--- src/rtl/echo_pipe_serializer_pkg.sv ---
// Shared connect package: EchoRequest message layout, frame constants, beat FSM encoding.
// Pure declarations; no timing or backpressure of its own.
package echo_pipe_serializer_pkg;

  localparam logic [15:0] HDR_LEN         = 16'd3;
  localparam int          BEATS_PER_FRAME = 4;

  typedef struct packed {
    logic [63:0] data;
    logic [31:0] tag;
  } EchoRequest_data;

  typedef enum logic [$clog2(BEATS_PER_FRAME)-1:0] {
    S_HDR = 2'd0,
    S_TAG = 2'd1,
    S_HI  = 2'd2,
    S_LO  = 2'd3
  } beat_state_t;

  // Word presented on the narrow link for a given beat of a message.
  function automatic logic [31:0] beat_word(beat_state_t st, EchoRequest_data m);
    case (st)
      S_HDR:   return {HDR_LEN, m.tag[15:0]};
      S_TAG:   return m.tag;
      S_HI:    return m.data[63:32];
      default: return m.data[31:0];
    endcase
  endfunction

endpackage

--- src/rtl/echo_msg_fifo.sv ---
// Circular message buffer of DEPTH entries (power of two, >= 2), WIDTH bits wide.
// Latency: a push is visible at the head the cycle after it is written.
// Backpressure: full derives from registered occupancy only; push ignored when full, pop ignored when empty.
module echo_msg_fifo #(
  parameter int DEPTH = 2,
  parameter int WIDTH = 96
) (
  input  logic             clk,
  input  logic             rst_n,
  input  logic             push,
  input  logic [WIDTH-1:0] push_dat,
  input  logic             pop,
  output logic [WIDTH-1:0] head_dat,
  output logic             full,
  output logic             empty
);

  localparam int          AW       = $clog2(DEPTH);
  localparam logic [AW:0] FULL_OCC = (AW+1)'(DEPTH);

  logic [WIDTH-1:0] mem [DEPTH];
  logic [AW-1:0]    wr_ptr;
  logic [AW-1:0]    rd_ptr;
  logic [AW:0]      occ;
  logic             wr_en;
  logic             rd_en;

  assign full     = (occ == FULL_OCC);
  assign empty    = (occ == '0);
  assign wr_en    = push && !full;
  assign rd_en    = pop && !empty;
  assign head_dat = mem[rd_ptr];

  always_ff @(posedge clk or negedge rst_n) begin
    if (!rst_n) begin
      wr_ptr <= '0;
      rd_ptr <= '0;
      occ    <= '0;
    end else begin
      if (wr_en) wr_ptr <= wr_ptr + 1'b1;
      if (rd_en) rd_ptr <= rd_ptr + 1'b1;
      if (wr_en && !rd_en)      occ <= occ + 1'b1;
      else if (rd_en && !wr_en) occ <= occ - 1'b1;
    end
  end

  // Storage carries no reset; occupancy alone decides what is valid.
  always_ff @(posedge clk) begin
    if (wr_en) mem[wr_ptr] <= push_dat;
  end

endmodule

--- src/rtl/echo_pipe_serializer.sv ---
// Serialises 96-bit EchoRequest messages into 4-beat 32-bit frames (HDR, TAG, HI, LO).
// Latency: message accepted in cycle t emits its HDR beat in cycle t+1; frames run back-to-back.
// Backpressure: out RDY low stalls the beat FSM in place; pipe RDY depends only on buffer occupancy.
module echo_pipe_serializer
  import echo_pipe_serializer_pkg::*;
#(
  parameter int DEPTH = 2
) (
  input  logic        CLK,
  input  logic        nRST,
  input  logic        pipe_enq_vld,
  input  logic [95:0] pipe_enq_dat,
  output logic        pipe_enq_rdy,
  output logic        out_enq_vld,
  output logic [31:0] out_enq_dat,
  output logic        out_enq_last,
  input  logic        out_enq_rdy,
  output logic [15:0] frame_count
);

  EchoRequest_data head;
  logic            buf_full;
  logic            buf_empty;
  logic            pop;
  beat_state_t     state;
  logic [15:0]     frame_cnt;

  echo_msg_fifo #(
    .DEPTH (DEPTH),
    .WIDTH ($bits(EchoRequest_data))
  ) u_msg_fifo (
    .clk      (CLK),
    .rst_n    (nRST),
    .push     (pipe_enq_vld),
    .push_dat (pipe_enq_dat),
    .pop      (pop),
    .head_dat (head),
    .full     (buf_full),
    .empty    (buf_empty)
  );

  assign pipe_enq_rdy = !buf_full;
  assign out_enq_vld  = !buf_empty && out_enq_rdy;
  assign out_enq_dat  = beat_word(state, head);
  assign out_enq_last = (state == S_LO);
  // Head leaves on the LO beat so the next HDR can go out the very next cycle.
  assign pop          = out_enq_vld && (state == S_LO);
  assign frame_count  = frame_cnt;

  always_ff @(posedge CLK or negedge nRST) begin
    if (!nRST) begin
      state     <= S_HDR;
      frame_cnt <= '0;
    end else if (out_enq_vld) begin
      case (state)
        S_HDR:   state <= S_TAG;
        S_TAG:   state <= S_HI;
        S_HI:    state <= S_LO;
        default: begin
          state     <= S_HDR;
          frame_cnt <= frame_cnt + 16'd1;
        end
      endcase
    end
  end

endmodule
--- config.mk ---
export PLATFORM = sky130hd
export DESIGN_NAME = echo_pipe_serializer
export DESIGN_NICKNAME = d
export VERILOG_FILES = /design/src/rtl/echo_pipe_serializer_pkg.sv /design/src/rtl/echo_msg_fifo.sv /design/src/rtl/echo_pipe_serializer.sv
export SDC_FILE = /design/constraint.sdc
export NUM_CORES = 1
export LEC_CHECK = 0
export BUFFER_PORTS_ARGS = -buffer_cell sky130_fd_sc_hd__buf_4
export CAP_MARGIN = 25
export CORE_MARGIN = 1.5
export CORE_UTILIZATION = 29
export CTS_CLUSTER_DIAMETER = 200
export DETAILED_ROUTE_END_ITERATION = 8
export SYNTH_ARGS = -nofsm -noshare
export SYNTH_HDL_FRONTEND = slang
export SYNTH_HIERARCHICAL = 1
export SYNTH_SLANG_ARGS = --single-unit
--- constraint.sdc ---
create_clock -name CLK -period 5 [get_ports CLK]
set_clock_uncertainty 0.05 [all_clocks]
set_input_delay 1 -clock CLK [delete_from_list [all_inputs] [get_ports CLK]]
set_output_delay 1 -clock CLK [all_outputs]
set_load 0.01 [all_outputs]
==> Yosys cells after proc, flatten, opt, wreduce, memory -nomap -nowiden <==
Memory sizes are Yosys's and may differ from the RTL's.
Index checks and enable logic that the tools add are counted.
{ "classes": {"n_addsub": 5, "eq_ne": 4, "mux": 6, "n_bitwise": 1, "reduce_logical": 15} }
{ "ops": {"columns": ["op", "n"], "rows": [
  ["one-hot mux 32 bit (3 select lines)", 1],
  ["adder 16 x 1 -> 16 bit (second input constant)", 1],
  ["equality test 2 bit (second input constant)", 3],
  ["logical AND 1 bit", 6],
  ["one-hot mux 2 bit (3 select lines)", 1],
  ["zero test 1 bit", 4],
  ["zero test 2 bit", 2],
  ["two-way mux 2 bit", 2],
  ["OR reduction 3 bit", 1],
  ["adder 1 bit (second input constant)", 2],
  ["adder 2 x 1 -> 2 bit (second input constant)", 1],
  ["equality test 2 x 1 -> 1 bit (second input constant)", 1],
  ["two-way mux 1 bit", 2],
  ["AND reduction 2 bit", 1],
  ["nonzero test 2 bit", 1],
  ["subtractor 2 x 1 -> 2 bit (second input constant)", 1],
  ["NOT 1 bit", 1]
]} }
{ "word_totals": {"reg_bits": 22, "mem_bits_rw": 192, "input_bits": 100, "output_inout_bits": 51, "wordCells": 37, "mem_count": 1} }
{ "mem_list": {"columns": ["name", "words", "width", "rd", "rd_ports_with_merged_regs", "wr", "line_no", "rtl"], "rows": [
  ["u_msg_fifo.mem", 2, 96, 1, 0, 1, "echo_msg_fifo.sv:21", "logic [WIDTH-1:0] mem [DEPTH];"]
]} }

==> Longest topological paths before layout <==
Gate-level depths: netlist of run 1.
{ "depth": {"ltp_word": 8, "ltp_mapped": 9, "depth_no_buf": 8} }

==> Modules after synthesis <==
The synthesis of run 1 kept the hierarchy.
{ "modules_own_cells": {"columns": ["module", "n_inst", "cells_per_inst", "area_per_inst_um2", "seq_area_each_um2"], "rows": [
  ["echo_msg_fifo", 1, 318, 7241.9, 5865.6],
  ["echo_pipe_serializer", 1, 180, 1468.9, 450.4]
]} }

==> Least setup slack after synthesis of run 1 <==
Ideal clock, no wire load.
{ "synth_path": {"path_kind": "input -> register", "startpoint": "input port pipe_enq_vld", "endpoint": "memory u_msg_fifo.mem[0][0] (enable)", "setup_ns": 0.551, "arrival_ns": 5.086, "t_required_ns": 4.399, "path_slack_ns": -0.687, "stages": 2, "n_path_buf": 0, "path_cell_list": "nand2_1 > nor2_1"} }
{ "synth_between": {"elab_chain_cells": 3} }
{ "synth_lines": {"columns": ["item", "line_no", "rtl"], "rows": [
  ["from (decl)", "echo_pipe_serializer.sv:11", "input logic pipe_enq_vld,"],
  ["logical AND 1 bit", "echo_msg_fifo.sv:30", "assign wr_en = push && !full;"],
  ["two-way mux 1 bit", "echo_msg_fifo.sv:49", "if (wr_en) mem[wr_ptr] <= push_dat;"],
  ["two-way mux 1 bit (implied by the code)", "echo_msg_fifo.sv:49", null],
  ["to (decl)", "echo_msg_fifo.sv:21", null]
]} }
No other way between the ends.

==> Worst setup path after layout of run 1 <==
{ "layout_path": {"startpoint": "register state[0]", "endpoint": "output port out_enq_dat[0]"} }
{ "layout_between": {"elab_chain_cells": 2, "word_cells_on_any_way": 4, "classes_between": "eq/ne: 2; mux: 1; reduce/logical: 1"} }
{ "layout_lines": {"columns": ["item", "line_no", "rtl"], "rows": [
  ["from (decl)", "echo_pipe_serializer.sv:25", "beat_state_t state;"],
  ["from (signal assigned)", "echo_pipe_serializer.sv:52", "state <= S_HDR;"],
  ["from (signal assigned)", "echo_pipe_serializer.sv:56", "S_HDR: state <= S_TAG;"],
  ["from (signal assigned)", "echo_pipe_serializer.sv:57", "S_TAG: state <= S_HI;"],
  ["equality test 2 bit (tied with other cells)", "echo_pipe_serializer_pkg.sv:22", "case (st)"],
  ["one-hot mux 32 bit (3 select lines) *", "echo_pipe_serializer_pkg.sv:22", null],
  ["to (decl)", "echo_pipe_serializer.sv:15", "output logic [31:0] out_enq_dat,"]
]} }
Mark *: on every way between the ends. The rest lies on a longest branch, timed or not.

==> impl_metrics.env, run 1 <==
export IMPL_root_buffer="clkbuf_16"
export IMPL_async_reset_ff_frac=0.103
export IMPL_synth_seq_cells=214
export IMPL_cts_tree="done"
export IMPL_cts_resized=0
export IMPL_ys_seq_area_frac=0.725
export IMPL_r2r_end="u_msg_fifo/mem[1][47]$_DFFE_PP_"
export IMPL_maxSlewHeadroom=0.348
export IMPL_dieArea_mm2=0.0311
export IMPL_crit_fanout=16
export IMPL_clk_pin_slew_worst_paths_ns=0.06
export IMPL_worst_hold_slack_ns=0.313
export IMPL_reg2reg_slack_ns=2.91
export IMPL_r2r_cells=3
export IMPL_grt_total_usage=0.115
export IMPL_layout_nets=765
export IMPL_synth_edf_count=192
export IMPL_maxSlewViolCount=0
export IMPL_top_layer="met4"
export IMPL_yosysWarnings=6
export IMPL_hp_class="primary input to asynchronous set/reset pin"
export IMPL_outcome="finished clean"
export IMPL_wl_met2_um=8530
export IMPL_finalSetupViolCount=0
export IMPL_totalWireLength_um=17900
export IMPL_max_clock_path_buffers=3
export IMPL_rr_startpoint="u_msg_fifo/occ[0]$_DFFE_PN0P_"
export IMPL_leakage_nw=4.17
export IMPL_antenna_found_initial=0
export IMPL_initial_utilization=0.294
export IMPL_synthTopCellsByCount="edfxtp_1 (192), mux2_2 (70), nand2_1 (36)"
export IMPL_period_share=0.746
export IMPL_firstDrtPassIters=4
export IMPL_tns_ns=0
export IMPL_hold_viol=0
export IMPL_met1_length_um=7900
export IMPL_row_count=63
export IMPL_grt_ovfl_total=0
export IMPL_grt_max_degree=55
export IMPL_synth_top_area_frac=0.662
export IMPL_synth_most_common_cell="edfxtp_1"
export IMPL_yosys_top_cells_area="edfxtp_1 (66%), mux2_2 (9.0%), dfrtp_1 (6.3%), mux2_4 (5.2%), a22oi_1 (2.6%)"
export IMPL_fp_dieH_um=176
export IMPL_syn_cell_area_mm2=0.00871
export IMPL_cp_end_kind="output port"
export IMPL_routedWlPerCell_um=16.8
export IMPL_arrival_ns=2.68
export IMPL_area_delta_synth_final_pct=27.6
export IMPL_synth_top_cell_by_area="edfxtp_1"
export IMPL_dr_wl_met3_um=1130
export IMPL_path_class="flop to output port"
export IMPL_synthFlopType="edfxtp_1"
export IMPL_start_kind="flop"
export IMPL_p_per_area_mw_per_mm2=591
export IMPL_vias=4735
export IMPL_synth_nets=604
export IMPL_htree_num_levels=1
export IMPL_drv_cap=0
export IMPL_synthCells=498
export IMPL_place_hpwl_um=11000
export IMPL_io_buffers=150
export IMPL_vias_per_cell=4.44
export IMPL_cp_required_ns=3.95
export IMPL_worst_pin_slew_ns=0.977
export IMPL_die_w_um=176
export IMPL_drc=0
export IMPL_fmax_ghz=0.268
export IMPL_drt_iter0_markers=149
export IMPL_ioPinCount=151
export IMPL_rsz0062_at_grt="false"
export IMPL_grt_pass1_vias=4914
export IMPL_fin_crit_ns=3.73
export IMPL_place_congestion=0.705
export IMPL_core_area_mm2=0.0296
export IMPL_peakVddDrop_mv=0.262
export IMPL_grt_pass1_wl_um=27400
export IMPL_postCtsSetupBuffers=0
export IMPL_avgSynthCellArea_um2=17.5
export IMPL_drive_gt1_frac=0.456
export IMPL_clkLatencyLatePin_ns=0.52
export IMPL_diodes=0
export IMPL_synth_cell_types=31
export IMPL_postRouteAntennaNets=0
export IMPL_cts_buffers=25
export IMPL_clock_sinks=214
export IMPL_cts_hold_buf=0
-- worst max-delay path by stage --
| stage | from | end | slack [ns] | depth (start not counted) |
|---|---|---|---|---|
| after floorplan | pipe_enq_vld | u_msg_fifo/mem[0][0]$_DFFE_PP_ | 0.93 | 2 |
| after global placement | u_msg_fifo/rd_ptr$_DFFE_PN0P_ | out_enq_dat[0] | 1.79 | 5 |
| after detailed placement | state[0]$_DFFE_PN0P_ | out_enq_dat[0] | 1.76 | 6 |
| after CTS | state[0]$_DFFE_PN0P_ | out_enq_dat[0] | 1.18 | 6 |
| after global routing | state[0]$_DFFE_PN0P_ | out_enq_dat[12] | 1.06 | 6 |
| final | state[0]$_DFFE_PN0P_ | out_enq_dat[0] | 1.27 | 6 |
-- per-stage QoR --
stage	cells	util	worst slack, ns	cell area [um^2]	power (mW)
3_3_place_gp	1020	0.347	1.79	10300	4.91
3_5_place_dp	1020	0.347	1.76	10300	4.93
4_1_cts	1065	0.374	1.18	11100	6.69
6_report	1067	0.375	1.27	11100	6.57
2_1_floorplan	498	-	0.928	8710	4.06
5_1_grt	1067	0.375	1.06	11100	6.97
-- critical path, stage by stage (launching register included) --
cell and delay [ns]:
dfrtp_1 0.41, inv_1 0.11, ha_1 0.26, or2_1 0.74, a22oi_1 0.19, o21ai_0 0.28, buf_4 0.16
-- layout make-up --
type                       count  area (um^2)
timing repair buffer         160         1260
inverter                       6         22.5
multi-input combinational    252         2230
fill                        2837        18500
sequential                   214         6320
clock buffer                  29          641
clock inverter                16          146
tap                          390          488
-- where the power goes --
group | internal, mW | switching [mW]
logic | 1.10 | 1.14
registers | 2.42 | 0.185
clock network | 1.02 | 0.704
-- cell families (layout without fill, tap and decap cells) --
| logic type | after synthesis | after routing | synth area share |
|---|---|---|---|
| buf+inv | 32 | 211 | 0.0207 |
| simple gates | 62 | 62 | 0.0362 |
| xor+xnor | 20 | 20 | 0.0201 |
| compound gates | 63 | 63 | 0.0460 |
| mux | 101 | 101 | 0.143 |
| flops | 214 | 214 | 0.725 |
| fa+ha+maj | 6 | 6 | 0.00862 |
-- cell usage in the layout, fill, tap and decap left out --
cell / instances
mux2_4: 30
nand4_1: 3
and4_4: 2
nor2b_1: 1
nand4b_2: 1
buf_12: 5
ha_1: 4
nor3_4: 1
buf_4: 155
clkinv_2: 6
nand3_1: 6
inv_1: 6
xor2_1: 5
mux2_2: 70
dfrtp_1: 21
clkinv_1: 2
o21ai_1: 1
clkbuf_1: 4
clkbuf_16: 25
xnor2_1: 15
clkinv_4: 1
mux2i_1: 1
nand3b_4: 1
nor2_1: 6
bufinv_16: 2
o21ai_0: 30
a221o_1: 2
edfxtp_1: 192
ha_2: 2
a22oi_1: 30
inv_6: 2
nand2_1: 36
nor2_4: 1
and3_4: 1
clkinvlp_4: 3
nand2b_1: 1
dfrtp_4: 1
or2_1: 1
and2_1: 1
-- state kept, by name (all words and copies together), names as in the netlist --
signal and flops:
frame_count 16, state 2, u_msg_fifo/mem 192, u_msg_fifo/occ 2
u_msg_fifo/rd_ptr 1, u_msg_fifo/wr_ptr 1
-- routing by layer --
layer  GRT usage  vias to the layer above
met1       0.153                     2353
met5           0                        -
li1            -                     2229
met2       0.187                      125
met3      0.0261                       28
met4      0.0321                        0
Note: power is estimated with default switching activity, not from simulation.
==> run 2: changes to the inputs <==
==> constraint.sdc (replaced) <==
create_clock -name CLK -period 3.2 [get_ports CLK]
set_clock_uncertainty 0.05 [all_clocks]
set_input_delay 0.64 -clock CLK [delete_from_list [all_inputs] [get_ports CLK]]
set_output_delay 0.64 -clock CLK [all_outputs]
set_load 0.01 [all_outputs]
==> impl_metrics.env, run 2 (synthesis gave the netlist of run 1 again) <==
export IMPL_crit_fanout=16
export IMPL_post_place_ws_ns=0.592
export IMPL_worst_pin_slew_ns=0.628
export IMPL_cts_buffers=25
export IMPL_maxSlewViolCount=0
export IMPL_area_delta_synth_final_pct=27.7
export IMPL_final_cell_mix="edfxtp_1 (192), buf_4 (158), mux2_2 (70)"
export IMPL_path_common_cell="buf_4"
export IMPL_ioPinCount=151
export IMPL_fmax_ghz=0.329
export IMPL_routedWlPerCell_um=16.7
export IMPL_period_share=0.951
export IMPL_postRouteAntennaNets=0
export IMPL_cpPeakStageDelay_ns=0.40
export IMPL_hp_class="primary input to flop"
export IMPL_layout_nets=769
export IMPL_rr_startpoint="state[1]$_DFFE_PN0P_"
export IMPL_final_common_cell="edfxtp_1"
export IMPL_fin_crit_ns=3.04
export IMPL_slowest_stage="dfrtp_1"
export IMPL_grt_ovfl_total=0
export IMPL_cp_required_ns=2.51
export IMPL_drv_cap=0
export IMPL_core_area_mm2=0.0296
export IMPL_top_register="u_msg_fifo/mem"
export IMPL_maxSlewHeadroom=0.582
export IMPL_grt_pass1_wl_um=27600
export IMPL_largest_reg_flops=192
export IMPL_hold_viol=0
export IMPL_place_congestion=0.683
export IMPL_io_buffers=150
export IMPL_multiInputGateArea_mm2=0.00223
export IMPL_critPathLaunch="state[0]$_DFFE_PN0P_"
export IMPL_root_buffer="clkbuf_16"
export IMPL_path_class="flop to output port"
export IMPL_reg2reg_slack_ns=1.03
export IMPL_ff_latch_area_mm2=0.00632
export IMPL_num_fill_cells=2839
export IMPL_crit_buf_inv=3
export IMPL_finalSetupViolCount=0
export IMPL_timing_final_ws_setup_ns=0.156
export IMPL_tns_ns=0
export IMPL_antenna_found_initial=0
export IMPL_critical_path_top_delay_family="buffers and inverters"
export IMPL_endpoint="out_enq_dat[0]"
export IMPL_vias_per_cell=4.40
export IMPL_start_kind="flop"
export IMPL_fp_dieH_um=176
export IMPL_max_clock_path_buffers=3
export IMPL_vias=4716
export IMPL_fin_area_mm2=0.0111
export IMPL_worst_path_stages=7
export IMPL_p_per_area_mw_per_mm2=923
export IMPL_firstDrtPassIters=4
export IMPL_peakVddDrop_mv=0.412
export IMPL_totalWireLength_um=17900
export IMPL_initial_utilization=0.294
export IMPL_cp_end_kind="output port"
export IMPL_leakage_nw=4.19
export IMPL_place_hpwl_um=10900
export IMPL_grt_total_usage=0.115
export IMPL_r2r_cells=9
export IMPL_drc=0
export IMPL_drive_gt1_frac=0.449
export IMPL_r2r_end="u_msg_fifo/occ[1]$_DFFE_PN0P_"
export IMPL_diodes=0
export IMPL_dieArea_mm2=0.0311
export IMPL_drt_iter0_markers=188
export IMPL_die_w_um=176
export IMPL_grt_pass1_vias=4936
export IMPL_cp_cell_sequence="inv_1 -> ha_1 -> or2_1 -> buf_4 -> a22oi_1 -> o21ai_0 -> buf_4"
export IMPL_rsz0062_at_grt="false"
export IMPL_clk_pin_slew_worst_paths_ns=0.06
export IMPL_clock_sinks=214
export IMPL_arrival_ns=2.35
export IMPL_htree_num_levels=1
export IMPL_placed_area_mm2=0.0103
export IMPL_cts_tree="done"
export IMPL_outcome="finished clean"
export IMPL_row_count=63
export IMPL_clkLatencyLatePin_ns=0.53
export IMPL_grt_max_degree=97
==> run 2: repair_timing <==
action / CTS / global route
setup endpoints to repair: 0 / 3
buffers inserted: 0 / 1
hold buffers: 1 / 0
resized for setup: 0 / 0
hold endpoints to repair: 22 / 0
==> run 2: worst min-delay path by stage <==
stage	startpoint	endpoint	slack [ns]	cells past startpoint
6_report	pipe_enq_dat[44]	u_msg_fifo/mem[1][44]$_DFFE_PP_	0.24	1
5_1_grt	pipe_enq_dat[74]	u_msg_fifo/mem[1][74]$_DFFE_PP_	0.22	1
4_1_cts	pipe_enq_dat[85]	u_msg_fifo/mem[1][85]$_DFFE_PP_	0.21	1
3_5_place_dp	frame_count[15]$_DFFE_PN0P_	frame_count[15]$_DFFE_PN0P_	0.42	1
3_3_place_gp	frame_count[15]$_DFFE_PN0P_	frame_count[15]$_DFFE_PN0P_	0.41	1
2_1_floorplan	nRST	frame_count[0]$_DFFE_PN0P_	0.29	0
==> run 2: metal layers <==
metal  vias up  part of all wire  track usage
met1      2327              0.45        0.151
met3        26             0.054       0.0278
li1       2247                 -            -
met2       116              0.47        0.190
met4         0             0.025       0.0328
met5         -                 0            0
==> run 2: report_power, final <==
part	internal [mW]	switching [mW]
clock network	1.58	1.07
logic	1.75	1.86
registers	3.78	0.215
total	7.12	3.15
==> run 2: cell type report <==
cell class	instances	area share
Clock inverter	12	0.00731
Tap cell	390	0.0439
Sequential cell	214	0.568
Inverter	6	0.00202
Clock buffer	34	0.0621
Timing Repair Buffer	164	0.116
Multi-Input combinational cell	252	0.201
==> run 2: worst register-to-register path, cell delays in order (launching register included) <==
cell and delay (ns):
dfrtp_1 0.40, ha_2 0.22, buf_12 0.28, nand3b_4 0.17, inv_1 0.07, o21ai_0 0.21
ha_1 0.28, xor2_1 0.14, nor2_1 0.12, xor2_1 0.15
==> run 2: stage by stage <==
stage	std cells	power [mW]	utilization	hold slack [ns]
2_1_floorplan	498	6.32	-	0.294
6_report	1072	10.3	0.375	0.243
3_5_place_dp	1024	7.75	0.348	0.421
3_3_place_gp	1024	7.73	0.348	0.413
5_1_grt	1072	10.9	0.375	0.222
4_1_cts	1071	10.5	0.375	0.212
